==> config.mk <==
export PLATFORM = sky130hd
export DESIGN_NAME = dp_sequencer
export DESIGN_NICKNAME = d
export VERILOG_FILES = /design/src/rtl/dp_sequencer.sv
export SDC_FILE = /design/constraint.sdc
export NUM_CORES = 1
export LEC_CHECK = 0
export CAP_MARGIN = 20
export CORE_MARGIN = 1
export CORE_UTILIZATION = 38
export CTS_CLUSTER_DIAMETER = 50
export DETAILED_ROUTE_END_ITERATION = 12
export GPL_TIMING_DRIVEN = 0
export PLACE_DENSITY = 0.64
export SETUP_SLACK_MARGIN = 0.4
export SLEW_MARGIN = 10
export SYNTH_ARGS = -nofsm -noshare
export SYNTH_HDL_FRONTEND = slang
export SYNTH_SLANG_ARGS = --single-unit
==> constraint.sdc <==
create_clock -name clk -period 2 [get_ports clk]
set_input_delay 0.6 -clock clk [delete_from_list [all_inputs] [get_ports clk]]
set_output_delay 0.6 -clock clk [all_outputs]
set_load 0.01 [all_outputs]
==> src/rtl/dp_sequencer.sv <==
// -----------------------------------------------------------------------------
// dp_sequencer
//
// Moore controller that steps the register-file / ALU datapath through one
// instruction per accepted start pulse. On an accepted start the {opcode, op}
// pair is latched, and the controller walks DECODE and then GET_A / GET_B /
// ALU / WR_RD / WR_IMM as the instruction requires. All outputs come from
// flops and depend only on the current state and the latched instruction.
// There is no combinational path from s, opcode or op to any output.
//
// Parameters
//   CNT_W         width of the retired-instruction counter
//   ILLEGAL_HALT  1: an illegal opcode parks in HALT until reset
//                 0: an illegal opcode returns to WAIT
//
// Ports
//   clk      rising-edge clock
//   reset    asynchronous reset, active low
//   s        start; sampled only while w = 1
//   opcode   instr[15:13] from the decoder
//   op       instr[12:11] from the decoder
//   nsel     one-hot register select (001 Rn, 010 Rd, 100 Rm, 000 none)
//   vsel     writeback source (00 C, 10 sximm8)
//   write    register-file write enable
//   loada / loadb / loadc / loads
//            datapath register load strobes
//   asel     forces ALU input A to zero
//   bsel     selects sximm5 for ALU input B (never asserted here)
//   w        idle, ready for s
//   done     high in the last state of a legal instruction
//   err      sticky illegal-instruction flag, cleared by the next accept
//   retired  count of completed legal instructions (wraps)
//
// Optional trace (define DP_SEQ_TRACE_EN)
//   last_state  encoded state held before the most recent state change
//   cyc         cycles spent outside WAIT by the current/last instruction
// -----------------------------------------------------------------------------
module dp_sequencer #(
    parameter int CNT_W        = 16,
    parameter int ILLEGAL_HALT = 0
) (
    input  logic             clk,
    input  logic             reset,
    input  logic             s,
    input  logic [2:0]       opcode,
    input  logic [1:0]       op,
    output logic [2:0]       nsel,
    output logic [1:0]       vsel,
    output logic             write,
    output logic             loada,
    output logic             loadb,
    output logic             loadc,
    output logic             loads,
    output logic             asel,
    output logic             bsel,
    output logic             w,
    output logic             done,
    output logic             err,
    output logic [CNT_W-1:0] retired
`ifdef DP_SEQ_TRACE_EN
    ,
    output logic [2:0]       last_state,
    output logic [3:0]       cyc
`endif
);

    typedef enum logic [2:0] {
        S_WAIT   = 3'd0,
        S_DECODE = 3'd1,
        S_GET_A  = 3'd2,
        S_GET_B  = 3'd3,
        S_ALU    = 3'd4,
        S_WR_RD  = 3'd5,
        S_WR_IMM = 3'd6,
        S_HALT   = 3'd7
    } state_t;

    // Datapath strobes, registered together so every output is a flop.
    typedef struct packed {
        logic [2:0] nsel;
        logic [1:0] vsel;
        logic       write;
        logic       loada;
        logic       loadb;
        logic       loadc;
        logic       loads;
        logic       asel;
        logic       bsel;
        logic       w;
        logic       done;
    } ctrl_t;

    localparam ctrl_t CTRL_IDLE = '{
        nsel: 3'b000, vsel: 2'b00, write: 1'b0, loada: 1'b0, loadb: 1'b0,
        loadc: 1'b0, loads: 1'b0, asel: 1'b0, bsel: 1'b0, w: 1'b1, done: 1'b0
    };

    // {opcode, op} encodings of the legal instructions
    localparam logic [4:0] I_MOV_IMM = 5'b110_10;
    localparam logic [4:0] I_MOV_REG = 5'b110_00;
    localparam logic [4:0] I_ADD     = 5'b101_00;
    localparam logic [4:0] I_CMP     = 5'b101_01;
    localparam logic [4:0] I_AND     = 5'b101_10;
    localparam logic [4:0] I_MVN     = 5'b101_11;

    state_t           state_q,   state_d;
    logic [4:0]       instr_q,   instr_d;
    logic             err_q,     err_d;
    logic [CNT_W-1:0] retired_q, retired_d;
    ctrl_t            ctrl_q,    ctrl_d;
`ifdef DP_SEQ_TRACE_EN
    logic [2:0]       last_state_q, last_state_d;
    logic [3:0]       cyc_q,        cyc_d;
`endif

    always_comb begin
        state_d   = state_q;
        instr_d   = instr_q;
        err_d     = err_q;
        retired_d = retired_q;

        // done_q marks the final state; the instruction retires as we leave it.
        if (ctrl_q.done) begin
            retired_d = retired_q + CNT_W'(1);
        end

        unique case (state_q)
            S_WAIT: begin
                if (s) begin
                    instr_d = {opcode, op};
                    err_d   = 1'b0;
                    state_d = S_DECODE;
                end
            end
            S_DECODE: begin
                case (instr_q)
                    I_MOV_IMM:              state_d = S_WR_IMM;
                    I_MOV_REG, I_MVN:       state_d = S_GET_B;
                    I_ADD, I_AND, I_CMP:    state_d = S_GET_A;
                    default: begin
                        err_d   = 1'b1;
                        state_d = (ILLEGAL_HALT != 0) ? S_HALT : S_WAIT;
                    end
                endcase
            end
            S_GET_A:  state_d = S_GET_B;
            S_GET_B:  state_d = S_ALU;
            // CMP only updates status, so it finishes in ALU.
            S_ALU:    state_d = (instr_q == I_CMP) ? S_WAIT : S_WR_RD;
            S_WR_RD:  state_d = S_WAIT;
            S_WR_IMM: state_d = S_WAIT;
            S_HALT:   state_d = S_HALT;
            default:  state_d = S_WAIT;
        endcase

        // Strobes are decoded from the state being entered and then registered,
        // so they line up with state_q on the following cycle.
        ctrl_d = '0;
        unique case (state_d)
            S_WAIT: ctrl_d.w = 1'b1;
            S_GET_A: begin
                ctrl_d.nsel  = 3'b001;
                ctrl_d.loada = 1'b1;
            end
            S_GET_B: begin
                ctrl_d.nsel  = 3'b100;
                ctrl_d.loadb = 1'b1;
            end
            S_ALU: begin
                ctrl_d.loadc = 1'b1;
                ctrl_d.loads = (instr_d == I_CMP);
                ctrl_d.done  = (instr_d == I_CMP);
                // MOV Rd,Rm and MVN pass only operand B through the ALU.
                ctrl_d.asel  = (instr_d == I_MOV_REG) || (instr_d == I_MVN);
            end
            S_WR_RD: begin
                ctrl_d.nsel  = 3'b010;
                ctrl_d.vsel  = 2'b00;
                ctrl_d.write = 1'b1;
                ctrl_d.done  = 1'b1;
            end
            S_WR_IMM: begin
                ctrl_d.nsel  = 3'b001;
                ctrl_d.vsel  = 2'b10;
                ctrl_d.write = 1'b1;
                ctrl_d.done  = 1'b1;
            end
            default: ctrl_d = '0;   // DECODE and HALT drive nothing
        endcase

`ifdef DP_SEQ_TRACE_EN
        last_state_d = last_state_q;
        if (state_d != state_q) begin
            last_state_d = state_q;
        end
        cyc_d = cyc_q;
        if (state_q == S_WAIT) begin
            if (s) begin
                cyc_d = 4'd0;
            end
        end else begin
            cyc_d = cyc_q + 4'd1;
        end
`endif
    end

    always_ff @(posedge clk or negedge reset) begin
        if (!reset) begin
            state_q   <= S_WAIT;
            instr_q   <= '0;
            err_q     <= 1'b0;
            retired_q <= '0;
            ctrl_q    <= CTRL_IDLE;
`ifdef DP_SEQ_TRACE_EN
            last_state_q <= '0;
            cyc_q        <= '0;
`endif
        end else begin
            state_q   <= state_d;
            instr_q   <= instr_d;
            err_q     <= err_d;
            retired_q <= retired_d;
            ctrl_q    <= ctrl_d;
`ifdef DP_SEQ_TRACE_EN
            last_state_q <= last_state_d;
            cyc_q        <= cyc_d;
`endif
        end
    end

    assign nsel    = ctrl_q.nsel;
    assign vsel    = ctrl_q.vsel;
    assign write   = ctrl_q.write;
    assign loada   = ctrl_q.loada;
    assign loadb   = ctrl_q.loadb;
    assign loadc   = ctrl_q.loadc;
    assign loads   = ctrl_q.loads;
    assign asel    = ctrl_q.asel;
    assign bsel    = ctrl_q.bsel;
    assign w       = ctrl_q.w;
    assign done    = ctrl_q.done;
    assign err     = err_q;
    assign retired = retired_q;
`ifdef DP_SEQ_TRACE_EN
    assign last_state = last_state_q;
    assign cyc        = cyc_q;
`endif

endmodule
==> flow_metrics.py, run 1 <==
metrics = {
    "outcome": {
        "outcome": "finished, final reports clean",
    },
    "pwr": {
        "p_sw_w": 0.0009182,
        "p_per_area_mw_per_mm2": 1175,
        "ir_drop_mv": 0.7397,
        "swShare_pct": 32.64,
        "leakage_nw": 1.204,
        "comb_power_share_pct": 39.1,
        "seqPwrFrac_pct": 38.9,
        "internal-power_w": 0.001895,
        "clockPowerShare_pct": 22.0,
    },
    "critical_path": {
        "required_ns": 2.17,
        "crit_type": "flip-flop to flip-flop",
        "path_cells": "buf_6, nor4b_4, buf_4, mux2_4, nor3_4, or3_1",
        "cp.buffers_inverters": 2,
        "crit_path_max_incr_delay_ns": 0.39,
        "cp_slowest_cell": "dfrtp_1",
        "r2r_slack_ns": 0.33,
        "regToRegEndpoint": "done",
        "worstSetupEndpointType": "flip-flop",
        "critical-path-top-delay-family": "simple AND/OR/NAND/NOR gates",
        "reg2regPathDepth": 6,
        "start_kind": "flip-flop",
        "path_max_fanout": 5,
        "rr_startpoint": "state_q[0]",
        "worst-endpoint-arrival_ns": 1.84,
    },
    "yosys": {
        "yosysTopAreaCellShare_pct": 55.34,
        "yosys_warnings": 0,
        "ys_ff_latch": 37,
        "synth_flop_cell": "dfrtp_1",
        "async_flop_share_pct": 100.0,
        "synth-edff-count": 0,
        "synth.largest_area_cell": "dfrtp_1",
        "syn_area_mm2": 0.001628,
        "ys_seq_area_share_pct": 56.96,
        "synthDistinctLibCells": 36,
        "synth_area_leaders": "dfrtp_1, xnor2_1, mux2_2",
        "syn_avg_cell_area_um2": 11.88,
        "synthCells": 137,
    },
    "timing": {
        "fin_skew_ns": 0.002550,
        "tightest_slew_ns": 0.8212,
        "fmax_ghz": 0.5991,
        "rsz0062_at_grt": "true",
        "tns_ns": 0,
        "period_share_pct": 83.46,
        "period_minus_slack_ns": 1.669,
        "relSlewSlack_pct": 45.25,
        "finalHoldViolations": 0,
        "slew_viol_final": 0,
        "finalSetupViolations": 0,
    },
    "route": {
        "detail_route.wl_per_cell_um": 13.31,
        "wirelength_mm": 3.435,
        "drc": 0,
        "vias_per_cell": 5.019,
        "vias": 1295,
        "first_pass_iters": 4,
        "drt_iter0_markers": 79,
        "detail-route-antenna-nets": 0,
    },
    "grt": {
        "grt.busiest_layer": "met2",
        "grt_max_degree": 38,
        "use_met2_pct": 27.75,
        "grt-ovfl-total": 0,
        "grt_pass1_vias": 1168,
        "met3_usage_pct": 6.081,
        "antenna_found_initial": 0,
        "grt_first_pass_wirelength_mm": 5.471,
        "grt_usage_pct": 16.80,
        "grt_use_met1_pct": 19.87,
    },
    "clock_network": {
        "cts_tree": "built",
        "clk_pin_slew_worst_paths_ns": 0.07,
        "htreeDepth": 2,
        "clockBufferDepth": 2,
        "root_buffer": "clkbuf_8",
        "cts_sinks": 37,
        "clock_latency_ns": 0.29,
        "cts-buffers-inserted": 5,
        "cts_hold_buf": 0,
    },
    "finish": {
        "nets": 217,
        "num_antenna_cells": 0,
        "seq_area_um2": 932.1,
        "area_growth_pct": 47.04,
        "multi_input_area_um2": 721.9,
        "utilization_pct": 58.99,
        "layout-drive-gt1-share_pct": 32.21,
        "fillCellCount": 353,
    },
    "placed_design": {
        "hpwl_mm": 2.201,
        "port_buffers": 36,
        "place_congestion": 0.8191,
    },
    "floorplan": {
        "die_area_mm2": 0.004550,
        "rows": 23,
        "core_mm2": 0.004058,
        "die_y_um": 67.45,
        "die_x_um": 67.45,
        "start_util_pct": 40.12,
        "io_pins": 39,
    },
    "hold_path": {
        "worstHoldPathType": "input port to async pin",
    },
    "flow_run": {
        "drv_cap": 0,
    },
}
==> metal layers <==
metal	vias up	routed length, um
met5	-	0
met4	0	41
met3	5	172
met2	44	1813
met1	628	1408
li1	618	-
==> cells by family (layout without fill, tap and decap cells) <==
logic type	count (synthesis)	count (layout)	share of synthesized area, %
other	1	2	0.2304
adders and majority gates	1	1	0.7685
DFF	37	37	56.96
muxes	8	8	5.687
xor gates and xnor gates	15	15	8.071
AOI/OAI and AO/OA	8	8	3.229
and+or+nand+nor	61	61	22.60
buffers and inverters	6	76	2.459
==> state kept, by name (all words and copies together) (netlist names) <==
register	cells
w	1
state_q	3
loadb	1
vsel	1
instr_q	5
loadc	1
retired	16
loads	1
loada	1
done	1
err	1
nsel	3
write	1
asel	1
==> layout make-up <==
cell class,instances,share of cell area [%]
multi-input combinational,95,30.16
buffer,6,2.039
sequential,37,38.94
timing repair buffer,63,21.90
clock buffer,5,2.875
clock inverter,2,1.464
tap,50,2.614
==> synth_stat cells, types with 2 or more instances <==
library cell  instances
nand4_1               6
and4_1                2
xnor2_1               9
xor2_1                6
buf_4                 2
nor3b_1               3
nor2_1               11
nand3b_1              4
nor3_1                4
nand3_1               7
mux2_2                6
buf_2                 2
a21oi_1               4
dfrtp_1              36
nand2_1               8
nand2b_1              5
or3b_2                3
==> power by group through the flow <==
stage	Clock (W)	Sequential [W]	Combinational, W
final	0.000620	0.00109	0.00110
after global routing	0.000677	0.00112	0.00120
after CTS	0.000639	0.00108	0.000984
after detailed placement	0	0.00112	0.000903
after global placement	0	0.00111	0.000887
after floorplan	0	0.00115	0.000498
==> placed cells by master, fill, tap and decap left out, drive strengths merged <==
cell type | synthesis | final
dfrtp | 36 | 36
buf | 5 | 34
dlygate4sd2 | 0 | 23
nor2 | 11 | 11
xnor2 | 9 | 9
nand2 | 8 | 8
nand3 | 7 | 7
mux2 | 7 | 7
nand4 | 6 | 6
xor2 | 6 | 6
clkdlybuf4s15 | 0 | 6
clkbuf | 1 | 6
nand2b | 5 | 5
clkdlybuf4s50 | 0 | 5
nor3 | 5 | 5
nand3b | 4 | 4
a21oi | 4 | 4
or3b | 3 | 3
nor3b | 3 | 3
and4 | 2 | 2
conb | 1 | 2
a31oi | 1 | 1
nor2b | 1 | 1
a21bo | 1 | 1
and3b | 1 | 1
mux2i | 1 | 1
nand4b | 1 | 1
or2 | 1 | 1
nor4b | 1 | 1
or3 | 1 | 1
a311oi | 1 | 1
a211oi | 1 | 1
and3 | 1 | 1
ha | 1 | 1
bufinv | 0 | 1
clkinv | 0 | 1
dfstp | 1 | 1
==> how the worst max path moves through the flow <==
| stage | start | to | slack (ns) | depth (start not counted) |
|---|---|---|---|---|
| finish | state_q[0] | done | 0.33 | 6 |
| global route | state_q[0] | done | 0.26 | 6 |
| CTS | state_q[1] | done | 0.37 | 6 |
| detailed placement | s | asel | -0.41 | 5 |
| global placement | reset | nsel[2] | -0.47 | 1 |
| floorplan | s | asel | 0.25 | 4 |
==> timing repair <==
item                       CTS  global route
setup endpoints to repair   41            20
gates resized for setup     42            15
setup buffers               16            11
pin swaps                    1             6
==> metrics by stage <==
stage,area (um^2),power (W),hold slack (ns),std cells,setup slack (ns)
2_1_floorplan,1635,0.001646,0.3044,138,0.2544
5_1_grt,2394,0.003000,0.4626,258,0.2631
6_report,2394,0.002813,0.3996,258,0.3308
4_1_cts,2277,0.002707,0.4240,247,0.3679
3_5_place_dp,2053,0.002028,0.4841,224,-0.4084
3_3_place_gp,2058,0.001998,0.4612,224,-0.4658
Power figures use the tool's default switching activity.
==> inputs of run 2 (changes only) <==
PLACE_DENSITY = 0.66   (was 0.64)
clock period = 1.4 ns   (was 2 ns; I/O delays follow)
==> run 2 against run 1 <==
  * The flow now finishes with violations (negative setup slack)
  * Non-clock buffer count up 22
  * Die area unchanged
  * Maximum frequency up 0.59%
  * Routed wire length up 18%
  * Critical path type unchanged
  * Largest cell class unchanged
  * Largest power group unchanged
==> flow_metrics.py, run 2 (synthesized netlist as in run 1, its figures left out) <==
metrics = {
    "critical_path": {
        "worst-endpoint-arrival_ns": 1.83,
        "path_max_fanout": 6,
        "critPathLaunch": "state_q[0]",
        "crit_type": "flip-flop to flip-flop",
        "start_kind": "flip-flop",
        "rr_startpoint": "state_q[0]",
        "required_ns": 1.57,
        "worstSetupEndpointType": "flip-flop",
    },
    "route": {
        "drt_iter0_markers": 47,
        "vias": 1402,
        "wirelength_mm": 4.069,
        "drc": 0,
        "vias_per_cell": 4.989,
        "first_pass_iters": 4,
        "detail_route.wl_per_cell_um": 14.48,
        "detail-route-antenna-nets": 0,
    },
    "finish": {
        "final_cell_mix": "buf_4, buf_6, dfrtp_1",
        "utilization_pct": 67.19,
        "largest_register_ffs": 16,
        "stdcell_count": 281,
        "fillCellCount": 295,
        "layout-drive-gt1-share_pct": 62.34,
        "nets": 239,
        "seq_area_um2": 939.7,
        "final_common_cell": "buf_4",
        "num_antenna_cells": 0,
        "multi_input_area_um2": 868.3,
        "area_growth_pct": 67.49,
    },
    "pwr": {
        "ir_drop_mv": 0.9888,
        "leakage_nw": 1.346,
        "finalPower_w": 0.004753,
        "p_per_area_mw_per_mm2": 1743,
    },
    "outcome": {
        "outcome": "finished, violations left",
        "failed_checks": "negative setup slack",
    },
    "clock_network": {
        "root_buffer": "clkbuf_8",
        "clockBufferDepth": 2,
        "clock_latency_ns": 0.29,
        "clk_pin_slew_worst_paths_ns": 0.08,
        "htreeDepth": 2,
        "cts-buffers-inserted": 5,
        "cts_sinks": 37,
        "cts_tree": "built",
        "cts_hold_buf": 0,
    },
    "timing": {
        "slew_viol_final": 0,
        "finalHoldViolations": 0,
        "relSlewSlack_pct": 46.15,
        "rsz0062_at_grt": "true",
        "tightest_slew_ns": 0.8077,
        "finalSetupViolations": 15,
        "fmax_ghz": 0.6026,
        "fin_skew_ns": 0.007871,
        "period_share_pct": 118.5,
        "fin_hold_ws_ns": 0.2082,
        "setup_slack_ns": -0.2594,
        "period_minus_slack_ns": 1.659,
    },
    "grt": {
        "grt-ovfl-total": 0,
        "grt_first_pass_wirelength_mm": 6.272,
        "antenna_found_initial": 0,
        "grt_max_degree": 38,
        "grt_usage_pct": 18.83,
        "grt_pass1_vias": 1411,
    },
    "placed_design": {
        "hpwl_mm": 2.187,
        "place_congestion": 0.7899,
        "port_buffers": 36,
        "dp_cells": 224,
    },
    "floorplan": {
        "rows": 23,
        "io_pins": 39,
        "core_mm2": 0.004058,
        "die_x_um": 67.45,
        "die_area_mm2": 0.004550,
        "die_y_um": 67.45,
        "start_util_pct": 40.12,
    },
    "flow_run": {
        "drv_cap": 0,
    },
    "hold_path": {
        "worstHoldPathType": "input port to async pin",
    },
}
-- run 2: layout make-up --
class | instances | area share (%)
plain buffers | 6 | 1.973
clock buffers | 7 | 3.534
clock inverters | 1 | 0.1836
multi-input cells | 95 | 31.85
flip-flops and latches | 37 | 34.47
well taps | 50 | 2.295
repair buffers | 85 | 25.70
-- run 2: power by group --
part           internal (W)  leakage [nW]  switching [W]
combinational       0.00131         0.815       0.000980
clock              0.000445        0.0542       0.000371
sequential          0.00137         0.477       0.000274
-- run 2: critical path: stages, from the launching register on --
cell and delay, ns:
dfrtp_1 0.38, buf_6 0.13, nor4b_4 0.25, buf_4 0.19, mux2_4 0.32, a311oi_2 0.19
a211oi_1 0.08
-- run 2: metrics by stage --
stage	setup slack (ns)	setup TNS [ns]	area [um^2]
global placement	-1.005	-38.64	2153
floorplan	-0.3137	-1.236	1730
CTS	-0.2024	-1.370	2546
detailed placement	-0.8109	-6.091	2148
global route	-0.3051	-2.959	2726
finish	-0.2594	-1.986	2726
-- run 2: path summary, 6_finish.rpt --
kind,slack (ns),endpoint,cells past startpoint
setup / recovery,-0.26,asel,6
hold / removal,0.21,retired[4],1
setup reg to reg,-0.26,asel,6
hold reg to reg,0.55,retired[13],2
max in group asynchronous,0.62,instr_q[0],1
min in group clk,0.55,retired[13],2
-- run 2: what timing repair did --
| item | 4_1_cts | 5_1_grt |
|---|---|---|
| gates resized for setup | 148 | 27 |
| endpoints found under the setup margin | 62 | 64 |
| pin swaps | 20 | 21 |
| hold endpoints to repair | 0 | 0 |
| buffers inserted | 38 | 11 |
| cloned | 0 | 0 |
-- run 2: per-layer routing --
metal	routed length [um]	vias to the layer above	track usage [%]
met4	44	0	9.043
met1	1702	691	22.71
li1	-	659	-
met3	229	7	4.223
met2	2092	45	31.62
met5	0	-	0
